File: config.mk
export PLATFORM = sky130hd
export DESIGN_NAME = stopwatch_ctrl
export DESIGN_NICKNAME = d
export VERILOG_FILES = /design/src/rtl/stopwatch_ctrl.sv
export SDC_FILE = /design/constraint.sdc
export NUM_CORES = 1
export LEC_CHECK = 0
export ABC_AREA = 1
export CORE_UTILIZATION = 33
export DETAILED_ROUTE_END_ITERATION = 8
export SKIP_LAST_GASP = 1
export SYNTH_ARGS = -nofsm -noshare
export SYNTH_HDL_FRONTEND = slang
export SYNTH_SLANG_ARGS = --single-unit
File: constraint.sdc
create_clock -name clk -period 3.55 [get_ports clk]
set_input_delay 0.355 -clock clk [delete_from_list [all_inputs] [get_ports clk]]
set_output_delay 0.355 -clock clk [all_outputs]
set_load 0.05 [all_outputs]
File: src/rtl/stopwatch_ctrl.sv
// Stopwatch control core: IDLE/RUN/PAUSE FSM, 10 ms prescaler, BCD mm:ss.cc
// live count with a split-hold register feeding a 6-digit display value.
module stopwatch_ctrl #(
  parameter int CLK_FREQ = 100000000,
  parameter int DIV      = CLK_FREQ / 100
) (
  input  logic        clk,
  input  logic        rst,
  input  logic        start,
  input  logic        stop,
  input  logic        split,
  input  logic        reset,
  output logic [23:0] disp,
  output logic        running,
  output logic        split_active,
  output logic        ovf
);

  typedef enum logic [1:0] {
    S_IDLE  = 2'd0,
    S_RUN   = 2'd1,
    S_PAUSE = 2'd2
  } state_t;

  localparam int PW = (DIV > 1) ? $clog2(DIV) : 1;
  localparam logic [PW-1:0] PRESC_MAX = PW'(DIV - 1);

  state_t        state_q, state_d;
  logic [PW-1:0] presc_q, presc_d;
  logic [23:0]   live_q, live_d;
  logic [23:0]   split_q, split_d;
  logic          hold_q, hold_d;
  logic          ovf_q, ovf_d;

  logic          do_reset, do_stop, do_start, do_split;
  logic          tick;
  logic [23:0]   inc_time;
  logic          carry;

  // Digit order from LSB: c0, c1, s0, s1, m0, m1; tens of seconds/minutes stop at 5.
  function automatic logic [3:0] digit_max(input int idx);
    return (idx == 3 || idx == 5) ? 4'd5 : 4'd9;
  endfunction

  // Single-winner arbitration: reset > stop > start > split.
  assign do_reset = reset;
  assign do_stop  = stop & ~reset;
  assign do_start = start & ~stop & ~reset;
  assign do_split = split & ~start & ~stop & ~reset;

  assign tick = (state_q == S_RUN) && (presc_q == PRESC_MAX);

  always_comb begin
    inc_time = live_q;
    carry    = 1'b1;
    for (int i = 0; i < 6; i++) begin
      if (carry) begin
        if (live_q[i*4 +: 4] == digit_max(i)) begin
          inc_time[i*4 +: 4] = 4'd0;
        end else begin
          inc_time[i*4 +: 4] = live_q[i*4 +: 4] + 4'd1;
          carry              = 1'b0;
        end
      end
    end
  end

  always_ff @(posedge clk) begin
    if (rst) begin
      state_q <= S_IDLE;
      presc_q <= '0;
      live_q  <= '0;
      split_q <= '0;
      hold_q  <= 1'b0;
      ovf_q   <= 1'b0;
    end else begin
      state_q <= state_d;
      presc_q <= presc_d;
      live_q  <= live_d;
      split_q <= split_d;
      hold_q  <= hold_d;
      ovf_q   <= ovf_d;
    end
  end

  always_comb begin
    state_d = state_q;
    presc_d = presc_q;
    live_d  = live_q;
    split_d = split_q;
    hold_d  = hold_q;
    ovf_d   = ovf_q;

    // Counting follows the registered state, so a tick still lands in the stop cycle.
    if (state_q == S_RUN) begin
      if (tick) begin
        presc_d = '0;
        live_d  = inc_time;
        if (carry) ovf_d = 1'b1;
      end else begin
        presc_d = presc_q + PW'(1);
      end
    end

    case (state_q)
      S_IDLE: begin
        if (do_start) begin
          state_d = S_RUN;
        end else if (do_reset) begin
          presc_d = '0;
          live_d  = '0;
          split_d = '0;
          hold_d  = 1'b0;
          ovf_d   = 1'b0;
        end
      end
      S_RUN: begin
        if (do_stop) begin
          state_d = S_PAUSE;
        end else if (do_split) begin
          if (hold_q) begin
            hold_d = 1'b0;
          end else begin
            split_d = live_q;
            hold_d  = 1'b1;
          end
        end
      end
      S_PAUSE: begin
        if (do_reset) begin
          state_d = S_IDLE;
          presc_d = '0;
          live_d  = '0;
          split_d = '0;
          hold_d  = 1'b0;
          ovf_d   = 1'b0;
        end else if (do_start) begin
          state_d = S_RUN;
        end else if (do_split && hold_q) begin
          hold_d = 1'b0;
        end
      end
      default: state_d = S_IDLE;
    endcase
  end

  always_comb begin
    running      = (state_q == S_RUN);
    split_active = hold_q;
    ovf          = ovf_q;
    disp         = hold_q ? split_q : live_q;
  end

endmodule
==> results of run 1 <==
==> worst paths after layout <==
path                     start           to  slack (ns)
setup / recovery  split_active     disp[20]        0.95
hold / removal     split_q[21]  split_q[21]        0.47
setup reg to reg    state_q[0]  presc_q[16]        1.51
hold reg to reg    split_q[21]  split_q[21]        0.47
==> critical path: cells and delay by family (launching register included) <==
family | cells | cell delay [ns]
buffers and inverters | 3 | 1.29
DFF | 1 | 0.43
and+or+nand+nor | 2 | 0.18
==> cell type report <==
| cell class | instances | area (um2) |
|---|---|---|
| timing repair buffer | 37 | 358 |
| sequential | 72 | 1440 |
| fill | 1140 | 6490 |
| clock inverter | 6 | 82.6 |
| clock buffer | 10 | 239 |
| multi-input combinational | 428 | 2080 |
| inverter | 56 | 210 |
| tap | 140 | 175 |
==> sequential cells by signal, indices dropped and copies added, names as in the netlist <==
| register | flops |
|---|---|
| presc_q | 20 |
| split_q | 24 |
| state_q | 2 |
| ovf | 1 |
| live_q | 24 |
| split_active | 1 |
==> cells in the mapped netlist (all sizes together) <==
master  count
o211a       1
ha          1
nand3      49
nand2     147
nor3b       1
nor2       85
xnor2       3
o31ai       1
inv        56
nor4        1
clkbuf     10
a31oi       1
xor2        7
nand4      13
a21oi      52
nand3b      2
o21ai      50
buf        11
o21a        1
a211oi      1
o211ai      2
dfxtp      72
or2         2
nor3        7
and3        1
==> layer usage <==
metal | GRT usage, % | wire, um
met1 | 21.8 | 4640
met2 | 26.7 | 4170
met3 | 4.15 | 409
met4 | 4.95 | 115
met5 | 0 | 0
==> power by group through the flow <==
stage	Combinational [uW]	Sequential [uW]	Clock (uW)
floorplan	52.8	830	0
global placement	74.8	829	0
detailed placement	75.9	829	0
CTS	75.4	812	997
global route	83.0	811	1030
finish	75.3	812	977
==> layout by cell type (no fill, tap or decap), types with 2 or more instances in the layout <==
cell type / instances
sky130_fd_sc_hd__nor2_4: 6
sky130_fd_sc_hd__nand2_2: 5
sky130_fd_sc_hd__o211ai_1: 2
sky130_fd_sc_hd__bufinv_16: 2
sky130_fd_sc_hd__buf_4: 5
sky130_fd_sc_hd__nand3_2: 2
sky130_fd_sc_hd__nand4_1: 12
sky130_fd_sc_hd__nor2_1: 72
sky130_fd_sc_hd__xnor2_1: 3
sky130_fd_sc_hd__nand2_4: 2
sky130_fd_sc_hd__nand2_1: 140
sky130_fd_sc_hd__nand3_1: 47
sky130_fd_sc_hd__inv_2: 8
sky130_fd_sc_hd__nor2_2: 6
sky130_fd_sc_hd__clkbuf_16: 9
sky130_fd_sc_hd__inv_1: 48
sky130_fd_sc_hd__a21oi_1: 51
sky130_fd_sc_hd__clkinv_2: 3
sky130_fd_sc_hd__nand3b_1: 2
sky130_fd_sc_hd__nor3_1: 6
sky130_fd_sc_hd__clkdlybuf4s50_1: 32
sky130_fd_sc_hd__xor2_1: 7
sky130_fd_sc_hd__o21ai_1: 5
sky130_fd_sc_hd__o21ai_0: 45
sky130_fd_sc_hd__dfxtp_1: 72
==> cells by family after synthesis <==
| kind of cell | synth area share [%] |
|---|---|
| buffers and inverters | 8.10 |
| xor gates and xnor gates | 2.29 |
| adders and majority gates | 0.326 |
| and+or+nand+nor | 36.7 |
| DFF | 37.6 |
| AOI/OAI and AO/OA | 15.0 |
==> metrics by stage <==
step,hold WS (ns),total power [uW]
after floorplan,0.445,883
after global placement,0.452,904
after detailed placement,0.459,905
after CTS,0.467,1880
after global routing,0.483,1930
final,0.466,1860
==> implementation parameters, run 1 <==
Parameter                              Value

Synthesis
  Number of storage elements in the synthesis netlist    72
  Net count of the mapped netlist    584
  Syn avg cell area    6.64 um2
  Count of different cell masters after synthesis    38
  Gate Count Post-Synth    577
  Count of warnings emitted by yosys    0
  Area of the mapped netlist    3830 um2
  Proportion of netlist area held by the largest area contributor    37.6%
  Part of the Yosys area used for sequential elements    37.6%
  Cell types with the largest area share after synthesis    sky130_fd_sc_hd__dfxtp_1 (38%), sky130_fd_sc_hd__nand2_1 (14%), sky130_fd_sc_hd__nor2_1 (7.1%)
  Post-synth top area cell    sky130_fd_sc_hd__dfxtp_1

Detailed routing
  Count of vias placed by the detailed router    3694
  Residual antenna-violating net count after detailed routing    0
  Average detailed-routed wire length per instance    12.5 um
  Wire length reported by the detailed router    9330 um
  Detailed router's first-iteration violation count    296
  DRC errors left    0
  Routed vias/inst    4.93
  Length of the first detailed-routing pass in iterations    5

Critical path
  Worst-path cell chain    buf_4 > inv_1 > nand2_1 > nand2_1 > clkdlybuf4s50_1
  Arrival time reported for the critical path endpoint    2.25 ns
  Most prevalent standard cell on the critical path    sky130_fd_sc_hd__nand2_1
  Largest driver fanout on the critical path    43
  Cell with the biggest individual delay on the critical path    sky130_fd_sc_hd__clkdlybuf4s50_1
  Slowest Stage Delay on Critical Path    0.71 ns
  Critical setup path kind    reg2out
  Critical Path End Type    primary output
  Required time of the worst setup path    3.19 ns
  CP Launch Type    flop
  Length in cells of the worst reg-to-reg path    6

Clock network
  Root buffer cell    sky130_fd_sc_hd__clkbuf_16
  TritonCTS clock tree    done
  Clock tree sinks    72
  Post-cts sizing count    0
  Maximum count of clock buffers along a single path    2
  H-tree lvl count    3
  Inserted Clock Buffers    9
  Clk Latency, worst-skew pair    0.33 ns
  Clock slew at reported path FFs    0.06 ns
  Setup repair bufs after CTS    0
  Quantity of hold-fixing buffers added after cts    0

Global routing
  Total GRT Usage    16.6%
  Number of global-route vias before repair    3329
  Number of antenna violations at the first check in global routing    0
  Leftover overflow at the end of global routing    0
  First-pass GRT wire length    15600 um
  Maximum number of pins on one net before global-route repair    44

STA
  Final Max Slew Viols    0
  F_max    384 MHz
  Number of endpoints failing setup at the final stage    0
  Max_slew headroom    65.8%
  Final critical-path required period    2.60 ns
  Clk_skew    0.00553 ns
  Post-Route Setup TNS    0 ns
  Final number of hold-violating endpoints    0
  Slew of the pin with the lowest slew margin    0.512 ns
  Unrepaired setup endpoints after global routing    false
  Worst setup margin    0.946 ns
  Final critical-path share of the clock period    73.4%

Power and ir drop
  Internal Dissipation    1460 uW
  Clock network fraction of total power    52.4%
  IR Drop Worst-Case VDD    0.287 mV
  Proportion of power drawn by combinational gates    4.0%
  Static leakage power    0.00155 uW
  Net Switching    404 uW
  Pwr/cell area    406 nW/um2
  Switching power share of the total    21.7%
  Fraction of power consumed by sequential logic    43.6%

Outcome
  Status    finished, final reports clean

Placement
  Post-Place Worst Slack    1.07 ns
  Post-DP HPWL    6930 um
  Area after detailed placement    4270 um2
  Final weighted congestion in routability-driven placement    0.831
  Post-placement cell count    733
  Number of buffers inserted by port buffering    32

Die
  Core box area    11100 um2
  Number of standard-cell rows in the floorplan    38
  Initial core utilization    34.6%
  Chip height    110 um
  Die span in x    110 um
  Number of I/O pins    33
  Total die area    12000 um2

Final layout
  Final std cell area, no fill    4590 um2
  Synth-to-layout area growth    19.7%
  Antenna diode count    0
  Final Core Density    41.4%
  Final Non-Filler Cells    749
  Layout cell share with drive strength beyond 1    9.03%
  Nets    611

Worst hold path
  Type of the most critical hold path    reg2reg
  Cells on Worst Hold Path    2

Job
  Total of max-cap violations    0
No activity file was read; power rests on OpenSTA's default activity.
==> inputs of run 2 (changes only) <==
- clock period: 3.55 -> 2.35 ns (I/O delays scaled with it)
==> implementation parameters, run 2 (synthesized netlist as in run 1, its figures left out) <==
Parameter                              Value

Critical path
  CP bufs+invs    3 (unchanged)
  Cell with the biggest individual delay on the critical path    sky130_fd_sc_hd__dfxtp_1
  Critical register-to-register path endpoint    live_q[14]
  Critical setup path kind    reg2out
  Length in cells of the worst reg-to-reg path    9 (+3)
  CP Launch Type    flop
  Slowest Stage Delay on Critical Path    0.45 ns (-0.26 ns)
  Beginning of the worst register-to-register path    presc_q[0]
  Arrival time reported for the critical path endpoint    1.64 ns (-0.61 ns)
  Cell family with most CP delay    buffers and inverters
  Most prevalent standard cell on the critical path    sky130_fd_sc_hd__buf_4
  Setup slack, reg-to-reg    0.59 ns (-0.92 ns)
  Critical Path End Type    primary output
  Largest driver fanout on the critical path    29 (-33%)
  Worst-path cell chain    nand2_4 > inv_2 > buf_4 > buf_4
  Required time of the worst setup path    2.12 ns (-1.07 ns)

Global routing
  Number of antenna violations at the first check in global routing    0 (unchanged)
  Routing usage on met2    26.4% (-0.36 points)
  Total GRT Usage    16.9% (+0.27 points)
  Most heavily used metal layer in global routing    met2
  Fraction of met1 tracks used by global routing    22.5% (+0.71 points)
  Number of global-route vias before repair    3386 (+1.7%)
  Maximum number of pins on one net before global-route repair    40 (-9.1%)
  Leftover overflow at the end of global routing    0 (unchanged)
  First-pass GRT wire length    15700 um (+1.1%)
  Met3 usage    3.44% (-0.71 points)

Detailed routing
  DRC errors left    0 (unchanged)
  Residual antenna-violating net count after detailed routing    0 (unchanged)
  Routed vias/inst    5.00 (+1.4%)
  Wire length reported by the detailed router    9520 um (+2.0%)
  Count of vias placed by the detailed router    3752 (+1.6%)
  Length of the first detailed-routing pass in iterations    6 (+1)
  Detailed router's first-iteration violation count    331 (+12%)
  Average detailed-routed wire length per instance    12.7 um (+1.9%)

Die
  Core box area    11100 um2 (unchanged)
  Total die area    12000 um2 (unchanged)
  Number of standard-cell rows in the floorplan    38 (unchanged)
  Chip height    110 um (unchanged)
  Initial core utilization    34.6% (unchanged)
  Die span in x    110 um (unchanged)
  Number of I/O pins    33 (unchanged)

Clock network
  Post-cts sizing count    0 (unchanged)
  Clk Latency, worst-skew pair    0.33 ns (about the same)
  Setup repair bufs after CTS    0 (unchanged)
  Inserted Clock Buffers    9 (unchanged)
  Quantity of hold-fixing buffers added after cts    0 (unchanged)
  Root buffer cell    sky130_fd_sc_hd__clkbuf_16
  Clock slew at reported path FFs    0.06 ns (about the same)
  Maximum count of clock buffers along a single path    2 (unchanged)
  Clock tree sinks    72 (unchanged)
  TritonCTS clock tree    done
  H-tree lvl count    3 (unchanged)

STA
  Min Hold Slack    0.466 ns (+0.000289 ns)
  Final critical-path required period    1.87 ns
  Final number of hold-violating endpoints    0 (unchanged)
  Clk_skew    0.00453 ns (-0.00100 ns)
  Final critical-path share of the clock period    79.7%
  Unrepaired setup endpoints after global routing    false
  Post-Route Setup TNS    0 ns (unchanged)
  F_max    534 MHz
  Final Max Slew Viols    0 (unchanged)
  Number of endpoints failing setup at the final stage    0 (unchanged)
  Max_slew headroom    64.8% (-0.98 points)
  Slew of the pin with the lowest slew margin    0.522 ns (+0.0107 ns)

Final layout
  Final std cell area, no fill    4810 um2 (+4.9%)
  Synth-to-layout area growth    25.6%
  Most frequent cells in the layout    sky130_fd_sc_hd__nand2_1 (140), sky130_fd_sc_hd__nor2_1 (72), sky130_fd_sc_hd__dfxtp_1 (72)
  Final Core Density    43.4% (+2.0 points)
  Most common library cell in the layout ignoring fill and taps    sky130_fd_sc_hd__nand2_1
  Filler Cells Inserted    1104 (-3.2%)
  Layout cell share with drive strength beyond 1    13.4% (+4.4 points)
  Antenna diode count    0 (unchanged)
  Nets    613 (+0.33%)
  Multi-input gate area in the final layout    2080 um2 (unchanged)
  Registers with the highest flip-flop counts    live_q: 24 flops, split_q: 24 flops, presc_q: 20 flops
  FF+latch area    1440 um2 (unchanged)

Worst hold path
  Cells on Worst Hold Path    2 (unchanged)
  Worst min-delay path endpoint    split_q[20]
  Hold_sp    split_q[20]
  Type of the most critical hold path    reg2reg

Placement
  Final weighted congestion in routability-driven placement    0.857 (+3.1%)
  Number of buffers inserted by port buffering    32 (unchanged)
  Post-DP HPWL    6870 um (-0.95%)
  Area after detailed placement    4500 um2 (+5.6%)

Power and ir drop
  IR Drop Worst-Case VDD    0.369 mV (+29%)
  Pwr/cell area    577 nW/um2 (+42%)
  Static leakage power    0.00167 uW (+7.4%)

Job
  Total of max-cap violations    0 (unchanged)

Outcome
  Status    finished, final reports clean
run 2: changes by cell type in the layout (fill, tap and decap cells not counted), sizes merged:
cell           before  now
clkinv              3    2
clkbuf             10    9
clkinvlp            1    2
buf                 5   33
clkdlybuf4s50      32    6
run 2: routing by layer:
metal  routed length [um]  vias up  part of all wire (%)
met3                  515       13                   5.4
li1                     -     1938                     -
met4                  182        0                   1.9
met2                 4300      113                    45
met1                 4520     1688                    47
met5                    0        -                     0
run 2: power breakdown:
part	leakage (uW)	switching, uW	internal, uW
logic	0.000940	84.5	32.6
clock network	0.000147	516	918
registers	0.000580	3.77	1220
total	0.00167	604	2170
run 2: how the worst max path moves through the flow:
stage / from / cells after the start / end
2_1_floorplan: split_active / 5 / split_q[18]
3_3_place_gp: reset / 8 / split_q[18]
3_5_place_dp: reset / 8 / split_q[10]
4_1_cts: state_q[0] / 4 / running
5_1_grt: state_q[1] / 5 / running
6_report: state_q[0] / 4 / running
run 2: worst reg2reg max path: cells and delay by family, from the launching register on:
kind,cells,cell delay [ns]
simple gates,6,0.70
flops,1,0.36
fa+ha+maj,1,0.20
buf+inv,1,0.21
compound gates,1,0.17
run 2: stage by stage:
stage	worst slack, ns	power [uW]	instances
global route	0.383	2880	750
global placement	0.487	1370	735
finish	0.478	2780	750
detailed placement	0.453	1370	735
floorplan	-0.0784	1330	577
CTS	0.467	2800	750
run 2: layout make-up:
class	instances	area share, %
Multi-Input combinational cell	428	43.2
Clock buffer	9	4.68
Clock inverter	6	1.77
Inverter	56	4.37
Sequential cell	72	29.9
Tap cell	140	3.64
Timing Repair Buffer	39	12.4
==> inputs of run 3 (changes only) <==
- clock period: 2.35 -> 1.72 ns (I/O delays scaled with it)
==> implementation parameters, run 3 (synthesized netlist as in run 1, its figures left out) <==
Parameter                              Value

Detailed routing
  Met2 WL    4340 um (+1.0%)
  Wl on met1    4540 um (+0.51%)
  DRC errors left    0 (unchanged)
  Detailed router's first-iteration violation count    242 (-27%)
  Length of the first detailed-routing pass in iterations    4 (-2)
  Uppermost layer routed    met4
  Detailed-routed wire length on met3    359 um (-30%)
  Residual antenna-violating net count after detailed routing    0 (unchanged)
  Average detailed-routed wire length per instance    12.3 um (-3.4%)
  Wire length reported by the detailed router    9320 um (-2.1%)
  Routed vias/inst    4.90 (-2.1%)
  Count of vias placed by the detailed router    3724 (-0.75%)

Critical path
  CP Launch Type    flop
  Slowest Stage Delay on Critical Path    0.81 ns (+0.36 ns)
  Setup crit start    ovf
  Beginning of the worst register-to-register path    presc_q[0]
  Critical setup path kind    reg2out
  Critical Path End Type    primary output
  Arrival time reported for the critical path endpoint    1.47 ns (-0.17 ns)
  Length in cells of the worst reg-to-reg path    9 (unchanged)
  Worst-path cell chain    clkdlybuf4s50_1
  Cell count along the critical path    1 (-3)
  Largest driver fanout on the critical path    2 (-93%)
  Critical register-to-register path endpoint    live_q[7]
  Cell family with most CP delay    buffers and inverters
  Required time of the worst setup path    1.55 ns (-0.57 ns)
  Cell with the biggest individual delay on the critical path    sky130_fd_sc_hd__clkdlybuf4s50_1
  Setup slack, reg-to-reg    0.12 ns (-0.47 ns)
  CP bufs+invs    1 (-2)

Final layout
  Most common library cell in the layout ignoring fill and taps    sky130_fd_sc_hd__nand2_1
  Synth-to-layout area growth    29.9%
  Layout cell share with drive strength beyond 1    19.2% (+5.8 points)
  Filler Cells Inserted    1084 (-1.8%)
  Antenna diode count    0 (unchanged)
  Nets    623 (+1.6%)
  Most frequent cells in the layout    sky130_fd_sc_hd__nand2_1 (139), sky130_fd_sc_hd__dfxtp_1 (70), sky130_fd_sc_hd__nor2_1 (69)
  Registers with the highest flip-flop counts    live_q: 24 flops, split_q: 24 flops, presc_q: 20 flops
  Final Core Density    44.9% (+1.5 points)
  FF+latch area    1440 um2 (+0.17%)
  Final Non-Filler Cells    760 (+1.3%)
  Multi-input gate area in the final layout    2180 um2 (+4.6%)

Clock network
  Clock slew at reported path FFs    0.06 ns (about the same)
  Clock tree sinks    72 (unchanged)
  TritonCTS clock tree    done
  Clk Latency, worst-skew pair    0.33 ns (about the same)
  Quantity of hold-fixing buffers added after cts    0 (unchanged)
  H-tree lvl count    3 (unchanged)
  Root buffer cell    sky130_fd_sc_hd__clkbuf_16
  Inserted Clock Buffers    9 (unchanged)
  Maximum count of clock buffers along a single path    2 (unchanged)

Die
  Die span in x    110 um (unchanged)
  Core box area    11100 um2 (unchanged)
  Total die area    12000 um2 (unchanged)
  Number of I/O pins    33 (unchanged)
  Chip height    110 um (unchanged)
  Initial core utilization    34.6% (unchanged)
  Number of standard-cell rows in the floorplan    38 (unchanged)

Global routing
  Maximum number of pins on one net before global-route repair    42 (+5.0%)
  Leftover overflow at the end of global routing    0 (unchanged)
  Number of antenna violations at the first check in global routing    0 (unchanged)
  Number of global-route vias before repair    3515 (+3.8%)
  First-pass GRT wire length    15900 um (+1.2%)
  Total GRT Usage    16.7% (-0.12 points)

STA
  F_max    609 MHz
  Clk_skew    0.00921 ns (+0.00468 ns)
  Final critical-path required period    1.64 ns
  Final critical-path share of the clock period    95.5%
  Slew of the pin with the lowest slew margin    0.489 ns (-0.0337 ns)
  Min Hold Slack    0.466 ns (+0.0000160 ns)
  Max_slew headroom    67.3% (+2.5 points)
  Unrepaired setup endpoints after global routing    true
  Final number of hold-violating endpoints    0 (unchanged)
  Number of endpoints failing setup at the final stage    0 (unchanged)
  Final Max Slew Viols    0 (unchanged)

Placement
  Post-placement cell count    744 (+1.2%)
  Final weighted congestion in routability-driven placement    0.823 (-4.0%)
  Post-DP HPWL    6970 um (+1.5%)
  Number of buffers inserted by port buffering    32 (unchanged)

Worst hold path
  Type of the most critical hold path    reg2reg
  Cells on Worst Hold Path    2 (unchanged)
  Hold_sp    split_q[14]
  Worst min-delay path endpoint    split_q[14]

Power and ir drop
  IR Drop Worst-Case VDD    0.471 mV (+28%)
  Pwr/cell area    711 nW/um2 (+23%)
  Static leakage power    0.00175 uW (+5.2%)

Job
  Total of max-cap violations    0 (unchanged)

Outcome
  Status    finished, final reports clean
[run 3: cell types whose count changed in the layout (fill, tap and decap cells not counted), sizes merged]
cell	before	now
buf	33	43
bufinv	2	0
clkinv	2	4
clkbuf	9	10
clkinvlp	2	1
[run 3: routing by layer]
layer  up-vias  global-route usage [%]
li1       1970                       -
met1      1690                    22.1
met2        59                    27.3
met3         5                    3.26
met4         0                    5.52
met5         -                       0
[run 3: where the power goes]
part / leakage (uW) / internal (uW) / switching [uW]
Combinational: 0.00104 / 65.2 / 125
Sequential: 0.000581 / 1670 / 4.73
Clock: 0.000128 / 968 / 705
[run 3: area by class of cell]
class	count	area share [%]
inverter	56	4.22
sequential	72	29.0
tap	140	3.52
multi-input combinational	428	43.7
clock buffer	10	4.60
timing repair buffer	49	14.2
clock inverter	5	0.704
[run 3: what timing repair did]
item	CTS	global route
resized for setup	1	9
setup buffers	0	1
pin swaps	0	1
endpoints found under the setup margin	1	20
[run 3: worst max-delay path by stage]
stage | to | slack, ns
after global placement | split_active | 0.12
after floorplan | split_q[15] | -0.01
after CTS | running | 0.05
final | ovf | 0.08
after global routing | presc_q[13] | -0.009
after detailed placement | split_q[13] | 0.06
[run 3: stage by stage]
step | power [uW] | cell area [um2] | worst slack, ns | setup TNS (ns)
2_1_floorplan | 1830 | 3920 | -0.00959 | -0.0192
3_3_place_gp | 1900 | 4680 | 0.125 | 0
3_5_place_dp | 1900 | 4680 | 0.0633 | 0
4_1_cts | 3580 | 4950 | 0.0464 | 0
5_1_grt | 3680 | 4980 | -0.00877 | -0.00877
6_report | 3540 | 4980 | 0.0777 | 0
